$ cat src/rtl/sp_ram_sync.sv
// ---------------------------------------------------------------------------
// sp_ram_sync
// Parametrised synchronous single-port RAM with separate write/read data
// ports, per-byte write enables, selectable read-during-write behaviour, an
// optional output register and a one-word-per-cycle hardware clear sweep.
//
// Ports:
//   clk_i     clock, all state updates on the rising edge
//   rst_i     synchronous active-high reset, starts a clear sweep
//   clr_i     clear-sweep request, only honoured in IDLE
//   en_i      one-cycle access request
//   we_i      1 = write, 0 = read (qualified by en_i)
//   be_i      byte write enables, bit k covers data bits 8k+7..8k
//   addr_i    word address
//   wdata_i   write data
//   rdata_o   read data, holds its value while rvalid_o is low
//   rvalid_o  one-cycle pulse per response
//   busy_o    clear sweep in progress, accesses are ignored
// ---------------------------------------------------------------------------
module sp_ram_sync #(
  parameter int WIDTH    = 16,
  parameter int DEPTH    = 8,
  parameter int ADDR     = 3,
  parameter int RDW_MODE = 0,
  parameter int OUT_REG  = 0
) (
  input  logic               clk_i,
  input  logic               rst_i,
  input  logic               clr_i,
  input  logic               en_i,
  input  logic               we_i,
  input  logic [WIDTH/8-1:0] be_i,
  input  logic [ADDR-1:0]    addr_i,
  input  logic [WIDTH-1:0]   wdata_i,
  output logic [WIDTH-1:0]   rdata_o,
  output logic               rvalid_o,
  output logic               busy_o
);

  localparam int              NBYTES    = WIDTH / 8;
  localparam logic [ADDR-1:0] LAST_ADDR = ADDR'(DEPTH - 1);
  localparam logic [ADDR:0]   DEPTH_W   = (ADDR + 1)'(DEPTH);

  typedef enum logic {
    CLEAR,
    IDLE
  } state_e;

  state_e          state_q, state_d;
  logic [ADDR-1:0] cnt_q, cnt_d;

  logic [WIDTH-1:0] mem_q [DEPTH];

  logic             accept;
  logic             inRange;
  logic [WIDTH-1:0] oldWord;
  logic [WIDTH-1:0] mergedWord;
  logic             respValid;
  logic [WIDTH-1:0] respData;

  // Response pipeline: stage 1 is the array read, stage 2 the optional
  // output register. Data registers only load on a response so rdata holds.
  logic             rvalid1_q, rvalid2_q;
  logic [WIDTH-1:0] rdata1_q, rdata2_q;

  // Access decode. clr has priority over a same-cycle access, and nothing is
  // accepted while sweeping. Out-of-range words read as zero.
  always_comb begin
    accept  = (state_q == IDLE) && !clr_i && en_i;
    inRange = ({1'b0, addr_i} < DEPTH_W);
    oldWord = '0;
    if (inRange) begin
      oldWord = mem_q[addr_i];
    end
    mergedWord = oldWord;
    for (int k = 0; k < NBYTES; k++) begin
      if (be_i[k]) begin
        mergedWord[8*k +: 8] = wdata_i[8*k +: 8];
      end
    end
  end

  // Response selection: reads always respond; writes respond with the old
  // word, the merged word or not at all depending on RDW_MODE.
  always_comb begin
    respValid = 1'b0;
    respData  = oldWord;
    if (accept) begin
      if (!we_i) begin
        respValid = 1'b1;
      end else begin
        case (RDW_MODE)
          0: respValid = 1'b1;
          1: begin
            respValid = 1'b1;
            respData  = inRange ? mergedWord : '0;
          end
          default: respValid = 1'b0;
        endcase
      end
    end
  end

  // Next-state logic: sweep one word per cycle, leave CLEAR once the last
  // word has been written. clr is only looked at in IDLE.
  always_comb begin
    state_d = state_q;
    cnt_d   = cnt_q;
    case (state_q)
      CLEAR: begin
        cnt_d = cnt_q + ADDR'(1);
        if (cnt_q == LAST_ADDR) begin
          state_d = IDLE;
          cnt_d   = '0;
        end
      end
      IDLE: begin
        if (clr_i) begin
          state_d = CLEAR;
          cnt_d   = '0;
        end
      end
      default: begin
        state_d = CLEAR;
        cnt_d   = '0;
      end
    endcase
  end

  // State register. Holding rst keeps the counter pinned at zero.
  always_ff @(posedge clk_i) begin
    if (rst_i) begin
      state_q <= CLEAR;
      cnt_q   <= '0;
    end else begin
      state_q <= state_d;
      cnt_q   <= cnt_d;
    end
  end

  // Storage array, deliberately not reset: the sweep clears it word by word.
  always_ff @(posedge clk_i) begin
    if (!rst_i) begin
      if (state_q == CLEAR) begin
        mem_q[cnt_q] <= '0;
      end else if (accept && we_i && inRange) begin
        mem_q[addr_i] <= mergedWord;
      end
    end
  end

  // Response pipeline keeps running during CLEAR so accesses accepted before
  // a clr still complete; reset flushes everything.
  always_ff @(posedge clk_i) begin
    if (rst_i) begin
      rvalid1_q <= 1'b0;
      rdata1_q  <= '0;
      rvalid2_q <= 1'b0;
      rdata2_q  <= '0;
    end else begin
      rvalid1_q <= respValid;
      if (respValid) begin
        rdata1_q <= respData;
      end
      rvalid2_q <= rvalid1_q;
      if (rvalid1_q) begin
        rdata2_q <= rdata1_q;
      end
    end
  end

  assign rdata_o  = (OUT_REG != 0) ? rdata2_q : rdata1_q;
  assign rvalid_o = (OUT_REG != 0) ? rvalid2_q : rvalid1_q;
  assign busy_o   = (state_q == CLEAR);

endmodule

$ cat config.mk
export PLATFORM = sky130hd
export DESIGN_NAME = sp_ram_sync
export DESIGN_NICKNAME = d
export VERILOG_FILES = /design/src/rtl/sp_ram_sync.sv
export SDC_FILE = /design/constraint.sdc
export NUM_CORES = 1
export LEC_CHECK = 0
export CAP_MARGIN = 0
export CORE_UTILIZATION = 55
export DETAILED_ROUTE_END_ITERATION = 16
export GPL_ROUTABILITY_DRIVEN = 0
export PLACE_DENSITY = 0.76
export RECOVER_POWER = 50
export SYNTH_ARGS = -nofsm -noshare
export SYNTH_HDL_FRONTEND = slang
export SYNTH_SLANG_ARGS = --single-unit
$ cat constraint.sdc
create_clock -name clk_i -period 7.2 [get_ports clk_i]
set_input_delay 2.16 -clock clk_i [delete_from_list [all_inputs] [get_ports clk_i]]
set_output_delay 2.16 -clock clk_i [all_outputs]
set_load 0.01 [all_outputs]
==> metrics <==
status=finished with violations; failing checks=max-capacitance violations, max-slew violations; CP endpoint kind=flip-flop; clock transition at the registers of the reported paths=0.06 ns; hold path cells=1; Post-synth EDFFs=128; final wirelength=approximately 12000 um; WP data required=roughly 7.3 ns; Sw Pwr=0.3898 mW; # setup viols final=0; Rows=37; Worst path most repeated cell=clkbuf_1; root buf cell=clkbuf_8; clock tree buffer depth=2; syn_nets=339; Cells after Synth=a little over 300; sinks on the clock net=149; Avg Cell Area, Syn=~19 um2; Synth Cell Area=0.005892 mm2; FMAX=0.1761 GHz; Main synth FF type=edfxtp_1; initial antenna violation count=0; final non-filler cell total=517; Buffers on Ports=between 40 and 50; Die ar.=between 0.01 and 0.015 mm2; VDD IR-drop max=~0.19 mV; Reg2Reg Depth=5; wire per inst=22.86 um; # fillers=roughly 700; Antenna Nets Post-Route=0; Critical R2R Launch=state_q; crit path from=addr_i[2]; Setup Buffers After CTS=0; H-Tree Depth=4; Relative slew margins=-2.965%; distinct cell type count after synthesis=32; Setup Skew=0.01695 ns; Detailed Route Iter0 Violations=228; cell internal pwr=1.495 mW; Final min period=5.679 ns; global-route wire length before repair=18260 um; post-CTS resize count=0; Max Cap Violations=2; CP Max Fanout=25; final count of pins violating max slew=45; sequential share of the synthesized area=72.37%; final worst-path cycle share=78.88%; I/O Pins=44; Horiz. Die Dim=105.5 um; clock share of power=44.3%; Tightest Pin Transition=1.544 ns; DRC viols=0; final layout net count=396; Clock Latency Late Sink=0.52 ns; number of diodes=0; core outline area=0.01037 mm2; WS Path Type=in -> reg; share of power burned in combinational logic=5.1%; TNS Setup=0 ns; Async S/R FF share, synth=0%; initial core utilization=56.82%; Flop pwr share=between 50% and 60%; via density per instance=6.147; Leakage Power=approximately 2.6 nW; Yosys warning count=0; hold_buf cts=0; area grow syn2layout=18.54%; Yosys reg bits=149; crit-path cells=dlygate4sd3_1 > clkbuf_1 > nand4_1 > a21oi_1 > clkbuf_1; ratio of cells with drive above 1 in the final layout=18.90%; pin count of the biggest net entering global routing=26; vias in the first global route=3238; Switching Share=20.69%; Crit path largest cell delay=1.19 ns; R2R Path End=mem_q[3][11]; total track usage=23.14%; CP arrival=~5.8 ns; Die Y=105.5 um; Detail Placement HPWL=7329 um; Crit-path slowest cell=clkbuf_1; Setup crit end=mem_q[7][11]; RSZ-0062 raised after global routing=no; final hold viol count=0; critical path launch point type=input pin; CTS Buf Count=17; cell count after placement=485; via count=about 3200; worst reg2reg setup slack=between 3 and 4 ns; worst hold path type=reg -> reg; pwr/cell area=around 270 mW/mm2; CTS tree=yes; router iterations before antenna repair=5; global route overflow=0
## flip-flops by register name, summed over array words and instances, names as in the netlist
name	flops
mem_q	128
rdata_o	16
cnt_q	3
rvalid_o	1
state_q	1
## through the flow
stage	total power [mW]	hold slack [ns]	worst slack, ns	util, %	area (um2)
2_1_floorplan	1.033	0.5102	2.903	-	5892
3_3_place_gp	1.067	0.4543	1.791	62.40	6471
3_5_place_dp	1.069	0.4635	1.643	62.40	6471
4_1_cts	1.893	0.4786	2.185	67.87	7038
5_1_grt	1.936	0.4849	1.408	67.35	6984
6_report	1.884	0.4622	1.521	67.35	6984
## cell usage after synthesis, drive strengths merged (3+ instances only)
cell / n / area [um2]
a21oi: 10 / 50.05
a2bb2o: 16 / 187.7
buf: 12 / 98.84
clkbuf: 8 / 30.03
dfxtp: 21 / 420.4
edfxtp: 128 / 3844
inv: 4 / 15.01
mux2i: 16 / 160.2
mux4: 32 / 720.7
nand2: 19 / 71.32
nor2: 6 / 22.52
nor2b: 3 / 18.77
o21ai: 3 / 15.01
o22ai: 16 / 100.1
## layer usage
metal | GRT usage, % | wire [um] | vias to the layer above
li1 | - | - | 1395
met1 | 32.13 | 5135 | 1641
met2 | 36.51 | 5785 | 133
met3 | 5.195 | 796 | 9
met4 | 8.234 | 101 | 0
met5 | 0 | 0 | -
## critical path: cells and delay by family
kind / cells / cell delay, ns
AO/OA/AOI/OAI: 1 / 0.21
buffers and inverters: 3 / 3.15
AND/OR/NAND/NOR: 1 / 0.25
## cells in the final DEF, fill, tap and decap left out, types with 2 or more instances in the layout
master | netlist | routed
a21oi_1 | 10 | 10
a2bb2o_1 | 1 | 12
a2bb2o_2 | 14 | 4
a2bb2oi_1 | 2 | 2
buf_4 | 0 | 7
bufinv_16 | 0 | 2
clkbuf_1 | 8 | 11
clkbuf_16 | 0 | 16
clkbuf_8 | 0 | 2
clkdlybuf4s50_1 | 0 | 21
clkinv_2 | 0 | 2
clkinv_4 | 0 | 3
clkinvlp_4 | 0 | 3
dfxtp_1 | 21 | 21
dlygate4sd3_1 | 0 | 21
edfxtp_1 | 128 | 128
ha_1 | 2 | 2
inv_1 | 3 | 4
mux2i_1 | 16 | 16
mux4_2 | 32 | 32
nand2_1 | 19 | 19
nand4b_1 | 2 | 2
nor2_1 | 6 | 6
nor2b_1 | 3 | 3
nor3_1 | 2 | 2
o21ai_0 | 3 | 3
o22ai_1 | 16 | 16
or3_1 | 2 | 2
## power by group through the flow
stage	logic (mW)	clock network, mW	registers [mW]
finish	0.0959	0.835	0.954
global route	0.103	0.879	0.955
CTS	0.0977	0.842	0.954
detailed placement	0.0970	0	0.972
global placement	0.0961	0	0.971
floorplan	0.0641	0	0.969
## worst min-delay path by stage
stage / from / to / slack (ns)
floorplan: rdata_o[14] / rdata_o[14] / 0.51
global placement: rdata_o[14] / rdata_o[14] / 0.45
detailed placement: rdata_o[14] / rdata_o[14] / 0.46
CTS: rdata_o[14] / rdata_o[14] / 0.48
global route: rdata_o[10] / rdata_o[10] / 0.48
finish: rdata_o[4] / rdata_o[4] / 0.46
## logic make-up after synthesis
kind of cell               Yosys count  share of synthesized area [%]
AOI/OAI and AO/OA                   51                          6.796
muxes                               48                          14.95
buffers and inverters               24                          2.442
DFF                                149                          72.37
and+or+nand+nor                     37                          3.016
adders and majority gates            2                         0.4247
## cell type report
| type | count | area (um2) | area share, % |
|---|---|---|---|
| multi-input cells | 138 | 1461 | 20.92 |
| well taps | 136 | 170.2 | 2.436 |
| clock buffers | 20 | 435.4 | 6.234 |
| clock inverters | 12 | 131.4 | 1.881 |
| flip-flops and latches | 149 | 4264 | 61.05 |
| repair buffers | 58 | 506.7 | 7.255 |
| inverters | 4 | 15.01 | 0.2150 |
(Power assumes the default switching activity.)
